$ cat src/rtl/uart_tx_packet_pkg.sv
// Shared UART line levels, frame geometry and state encodings for the TX packet path.
// The same constants describe the frames that uart_rx expects.
package uart_tx_packet_pkg;

  localparam logic UART_START_LVL = 1'b0;
  localparam logic UART_STOP_LVL  = 1'b1;
  localparam logic UART_IDLE_LVL  = 1'b1;
  localparam int   UART_DATA_BITS = 8;
  localparam int   UART_PKT_BYTES = 5;

  typedef enum logic [1:0] {
    FRM_IDLE,
    FRM_START,
    FRM_DATA,
    FRM_STOP
  } frm_state_e;

  typedef enum logic [1:0] {
    PKT_IDLE,
    PKT_FRAME,
    PKT_GAP
  } pkt_state_e;

endpackage

$ cat src/rtl/uart_tx_frame.sv
// Single 8N1 frame serialiser: one bit per clk_19k2 edge, line registered.
// frame_done is high during the stop bit, so a new load on that edge chains frames with no idle cycle.
module uart_tx_frame
  import uart_tx_packet_pkg::*;
(
  input  logic                      clk_19k2,
  input  logic                      rst,
  input  logic                      load,
  input  logic [UART_DATA_BITS-1:0] data,
  output logic                      line,
  output logic                      frame_done
);

  frm_state_e                state_q, state_d;
  logic [2:0]                bit_cnt_q, bit_cnt_d;
  logic [UART_DATA_BITS-1:0] data_q, data_d;
  logic                      line_q, line_d;

  always_comb begin
    state_d   = state_q;
    bit_cnt_d = bit_cnt_q;
    data_d    = data_q;
    line_d    = line_q;
    case (state_q)
      FRM_IDLE, FRM_STOP: begin
        if (load) begin
          state_d = FRM_START;
          data_d  = data;
          line_d  = UART_START_LVL;
        end else begin
          state_d = FRM_IDLE;
          line_d  = UART_IDLE_LVL;
        end
      end
      FRM_START: begin
        state_d   = FRM_DATA;
        bit_cnt_d = '0;
        line_d    = data_q[0];
      end
      FRM_DATA: begin
        if (bit_cnt_q == 3'(UART_DATA_BITS - 1)) begin
          state_d = FRM_STOP;
          line_d  = UART_STOP_LVL;
        end else begin
          bit_cnt_d = bit_cnt_q + 3'd1;
          line_d    = data_q[bit_cnt_q + 3'd1];
        end
      end
      default: begin
        state_d = FRM_IDLE;
        line_d  = UART_IDLE_LVL;
      end
    endcase
  end

  // The line level is registered together with the state it belongs to.
  always_ff @(posedge clk_19k2 or posedge rst) begin
    if (rst) begin
      state_q   <= FRM_IDLE;
      bit_cnt_q <= '0;
      data_q    <= '0;
      line_q    <= UART_IDLE_LVL;
    end else begin
      state_q   <= state_d;
      bit_cnt_q <= bit_cnt_d;
      data_q    <= data_d;
      line_q    <= line_d;
    end
  end

  assign line       = line_q;
  assign frame_done = (state_q == FRM_STOP);

endmodule

$ cat src/rtl/uart_tx_packet.sv
// Five-byte UART packet transmitter: latches byte0..byte4 on send and emits back-to-back
// 8N1 frames separated by IDLE_GAP idle-high cycles, with busy/done handshake.
module uart_tx_packet
  import uart_tx_packet_pkg::*;
#(
  parameter int IDLE_GAP  = 3,
  parameter int NUM_BYTES = UART_PKT_BYTES
) (
  input  logic       clk_19k2,
  input  logic       rst,
  input  logic       send,
  input  logic [7:0] byte0,
  input  logic [7:0] byte1,
  input  logic [7:0] byte2,
  input  logic [7:0] byte3,
  input  logic [7:0] byte4,
  output logic       uart_out,
  output logic       busy,
  output logic       done
);

  localparam logic [2:0] LAST_IDX = 3'(NUM_BYTES - 1);
  localparam logic [3:0] GAP_LAST = 4'(IDLE_GAP - 1);

  pkt_state_e state_q, state_d;
  logic [2:0] byte_idx_q, byte_idx_d;
  logic [3:0] gap_cnt_q, gap_cnt_d;
  logic [7:0] shadow_q [UART_PKT_BYTES];
  logic [7:0] shadow_d [UART_PKT_BYTES];
  logic       busy_q, busy_d;
  logic       done_q, done_d;

  logic       load;
  logic [7:0] load_byte;
  logic [2:0] next_idx;
  logic       frame_done;
  logic       line;

  assign next_idx = byte_idx_q + 3'd1;

  always_comb begin
    state_d    = state_q;
    byte_idx_d = byte_idx_q;
    gap_cnt_d  = gap_cnt_q;
    shadow_d   = shadow_q;
    busy_d     = busy_q;
    done_d     = 1'b0;
    load       = 1'b0;
    load_byte  = (next_idx <= LAST_IDX) ? shadow_q[next_idx] : '0;
    case (state_q)
      PKT_IDLE: begin
        if (send) begin
          shadow_d[0] = byte0;
          shadow_d[1] = byte1;
          shadow_d[2] = byte2;
          shadow_d[3] = byte3;
          shadow_d[4] = byte4;
          byte_idx_d  = '0;
          busy_d      = 1'b1;
          state_d     = PKT_FRAME;
          load        = 1'b1;
          // The shadow copy is not yet visible, so the first frame takes byte0 directly.
          load_byte   = byte0;
        end
      end
      PKT_FRAME: begin
        if (frame_done) begin
          if (byte_idx_q == LAST_IDX) begin
            state_d = PKT_IDLE;
            busy_d  = 1'b0;
            done_d  = 1'b1;
          end else if (IDLE_GAP == 0) begin
            load       = 1'b1;
            byte_idx_d = next_idx;
          end else begin
            state_d   = PKT_GAP;
            gap_cnt_d = '0;
          end
        end
      end
      PKT_GAP: begin
        if (gap_cnt_q == GAP_LAST) begin
          state_d    = PKT_FRAME;
          load       = 1'b1;
          byte_idx_d = next_idx;
        end else begin
          gap_cnt_d = gap_cnt_q + 4'd1;
        end
      end
      default: begin
        state_d = PKT_IDLE;
        busy_d  = 1'b0;
      end
    endcase
  end

  always_ff @(posedge clk_19k2 or posedge rst) begin
    if (rst) begin
      state_q    <= PKT_IDLE;
      byte_idx_q <= '0;
      gap_cnt_q  <= '0;
      shadow_q   <= '{default: '0};
      busy_q     <= 1'b0;
      done_q     <= 1'b0;
    end else begin
      state_q    <= state_d;
      byte_idx_q <= byte_idx_d;
      gap_cnt_q  <= gap_cnt_d;
      shadow_q   <= shadow_d;
      busy_q     <= busy_d;
      done_q     <= done_d;
    end
  end

  uart_tx_frame u_frame (
    .clk_19k2  (clk_19k2),
    .rst       (rst),
    .load      (load),
    .data      (load_byte),
    .line      (line),
    .frame_done(frame_done)
  );

  assign uart_out = line;
  assign busy     = busy_q;
  assign done     = done_q;

endmodule

$ cat config.mk
export PLATFORM = sky130hd
export DESIGN_NAME = uart_tx_packet
export DESIGN_NICKNAME = d
export VERILOG_FILES = /design/src/rtl/uart_tx_packet_pkg.sv /design/src/rtl/uart_tx_frame.sv /design/src/rtl/uart_tx_packet.sv
export SDC_FILE = /design/constraint.sdc
export NUM_CORES = 1
export LEC_CHECK = 0
export BUFFER_PORTS_ARGS = -buffer_cell sky130_fd_sc_hd__buf_2
export CORE_MARGIN = 2
export CORE_UTILIZATION = 55
export CTS_BUF_LIST = sky130_fd_sc_hd__clkbuf_8
export DETAILED_ROUTE_END_ITERATION = 16
export HOLD_SLACK_MARGIN = 0.06
export PLACE_DENSITY = 0.83
export SYNTH_ARGS = -nofsm -noshare
export SYNTH_HDL_FRONTEND = slang
export SYNTH_SLANG_ARGS = --single-unit
$ cat constraint.sdc
create_clock -name clk_19k2 -period 7.8 [get_ports clk_19k2]
set_clock_uncertainty 0.05 [all_clocks]
set_input_delay 1.56 -clock clk_19k2 [delete_from_list [all_inputs] [get_ports clk_19k2]]
set_output_delay 1.56 -clock clk_19k2 [all_outputs]
set_load 0.02 [all_outputs]
==> metrics.txt <==
core area 5507 um2; FF-to-FF Start byte_idx_q[0]; top post-synthesis cells by area dfrtp_1 51%, mux2_2 15%, mux4_2 7.2%; DIE WIDTH 79.30 um; Leakage 1.719 nW; Reg clk slew, reported paths 0.07 ns; largest area contributor in the netlist dfrtp_1; Final Hold Viols 0; Tot GR Track Use 0.2200; Setup crit end kind flop; CTS resizes 0; max-cap viol count 0; Longest Clk Path Bufs 2; # Post-CTS Setup Buffers 0; count of input and output buffers 45; Placer Congestion 0.7786; worst slew pin tran 0.8010 ns; Max Slew Vio Count 0; Yosys reg bits 65; Rows 27; worst hold path depth 1; Yosys cell types 33; Register-to-Register Path Depth 4; Tmin final 2.746 ns; smallest hold slack 0.4528 ns; H-tree depth 3; worst skew pair latency 0.34 ns; status finished clean; Final nets 347; post-route setup TNS 0 ns; diode count 0; first-pass GRT wire length 10290 um; critical path class reg2reg; layout cells sized above 1 0.4088; fin cells 368; CTS Buf Count 9; Clock power frac 0.394; Initial DRT Pass Iterations 4; CTS Sinks 65; Sw Ratio 0.2173; RSZ-0062 raised after global routing no; Max Freq 0.3642 GHz; Routed WL 6010 um; Cells after Synth 244; relative slew slack 0.4660; Cell Pwr Density 179.1 nW/um2; most common cell after layout, fill and taps aside dfrtp_1; hold path endpoint shadow_q[32]; WP data required 7.97 ns; arrival time of the worst setup path 2.92 ns; Routed wire per std cell 16.33 um; Syn Area/Cell 12.78 um2; initial antenna violation count 0; antenna viol nets, final 0; Min-Delay Startpoint shadow_q[32]; total number of vias 2081; Tcrit/Tclk final 0.3520; Mapped Area 3118 um2; Reg-to-Reg End u_frame.data_q[0]; TritonCTS clock tree built; Inst Count DP 355; post-DP HPWL 4144 um; most frequent cells in the layout 64 x dfrtp_1, 45 x buf_2, 42 x mux2_2; worst hold path type reg2reg; DR DRC count 0; drt first-iter violations 153; synth-to-layout area growth 15.29%; sequential fraction of design power 0.549; largest net degree at the start of global routing 66; DIE HEIGHT 79.30 um; sequential area share after synthesis 0.5221; Internal Pwr Total 0.5039 mW; Die ar. 6288 um2; vias in the first global route 2176; syn nets 297; CP Max Fanout 15; Via-to-Cell Ratio 5.655; boundary pin count 46; VDD IR max 142.6 uV; final number of setup-violating endpoints 0; Hold-fix buffers, CTS 0; Psw 0.1399 mW; r2r setup slk 5.05 ns; gr ovfl total 0; Root Driver clkbuf_8; starting density of the core 0.5662; Startpoint Class flop; Yosys Warn Count 0; Comb pwr share 0.057; top-area cell type share of the netlist area 0.5136
==> power groups by stage <==
| stage | Combinational [mW] | Sequential (mW) | Clock [mW] |
|---|---|---|---|
| after floorplan | 0.0220 | 0.358 | 0 |
| after global placement | 0.0367 | 0.359 | 0 |
| after detailed placement | 0.0376 | 0.360 | 0 |
| after CTS | 0.0377 | 0.354 | 0.258 |
| after global routing | 0.0415 | 0.355 | 0.272 |
| final | 0.0367 | 0.354 | 0.254 |
==> area by class of cell <==
| class | count | area, um2 |
|---|---|---|
| Tap cell | 72 | 90.09 |
| Multi-Input combinational cell | 159 | 1415 |
| Sequential cell | 65 | 1628 |
| Fill cell | 398 | 1912 |
| Timing Repair Buffer | 49 | 255.2 |
| Inverter | 10 | 37.54 |
| Clock inverter | 1 | 3.754 |
| Clock buffer | 12 | 165.2 |
==> through the flow <==
step	area (um2)	power [mW]	util	worst slack [ns]
finish	3595	0.6439	0.6528	5.054
global route	3595	0.6678	0.6528	4.863
CTS	3595	0.6496	0.6528	5.001
detailed placement	3426	0.3974	0.6221	4.884
global placement	3426	0.3957	0.6221	4.936
floorplan	3118	0.3797	-	4.565
==> metal layers <==
layer	vias to the layer above	share of wire	track usage
met4	0	0.023	0.1190
met2	55	0.48	0.3331
met5	-	0	0
met3	14	0.050	0.05909
met1	1026	0.45	0.2907
li1	986	-	-
==> flip-flops by register name, indices dropped and copies added, names as in the netlist <==
register and count:
shadow_q 40, busy 1, u_frame.data_q 8, gap_cnt_q 4, state_q 2, done 1
u_frame.line 1, u_frame.state_q 2, byte_idx_q 3, u_frame.bit_cnt_q 3
==> cells by family after synthesis <==
logic type	synth area share
xor gates and xnor gates	0.002810
and+or+nand+nor	0.09349
buffers and inverters	0.02568
DFF	0.5221
AOI/OAI and AO/OA	0.08869
muxes	0.2271
adders and majority gates	0.04013
==> critical path: stages (launching register included) <==
cell,delay [ns]
dfrtp_1,0.79
inv_1,0.10
ha_1,0.72
mux4_2,0.60
a221o_1,0.36
==> synth_stat cells (all sizes together) <==
master and count:
nor4 1, clkbuf 5, o21ai 19, nand2b 4, o21bai 1, xnor2 1
a2bb2oi 1, inv 10, nand2 26, dfrtp 64, nor4b 1, nor3 1
a22o 1, a21bo 1, mux4 10, buf 5, mux2i 1, and2 2
nor2 7, ha 10, nor3b 2, mux2 42, o31ai 2, nand4bb 1
a21oi 8, dfstp 1, a221o 8, nand3 4, nor2b 2, nor4bb 1
or3b 1, o221a 1
==> how the worst max path moves through the flow <==
| stage | start | endpoint | slack, ns | cells after the start |
|---|---|---|---|---|
| floorplan | rst | busy | 4.57 | 1 |
| global placement | send | u_frame.state_q[0] | 4.94 | 6 |
| detailed placement | send | u_frame.state_q[0] | 4.88 | 6 |
| CTS | byte_idx_q[0] | u_frame.data_q[0] | 5.00 | 4 |
| global route | byte_idx_q[0] | u_frame.data_q[0] | 4.86 | 4 |
| finish | byte_idx_q[0] | u_frame.data_q[0] | 5.05 | 4 |
Power figures use the tool's default switching activity.
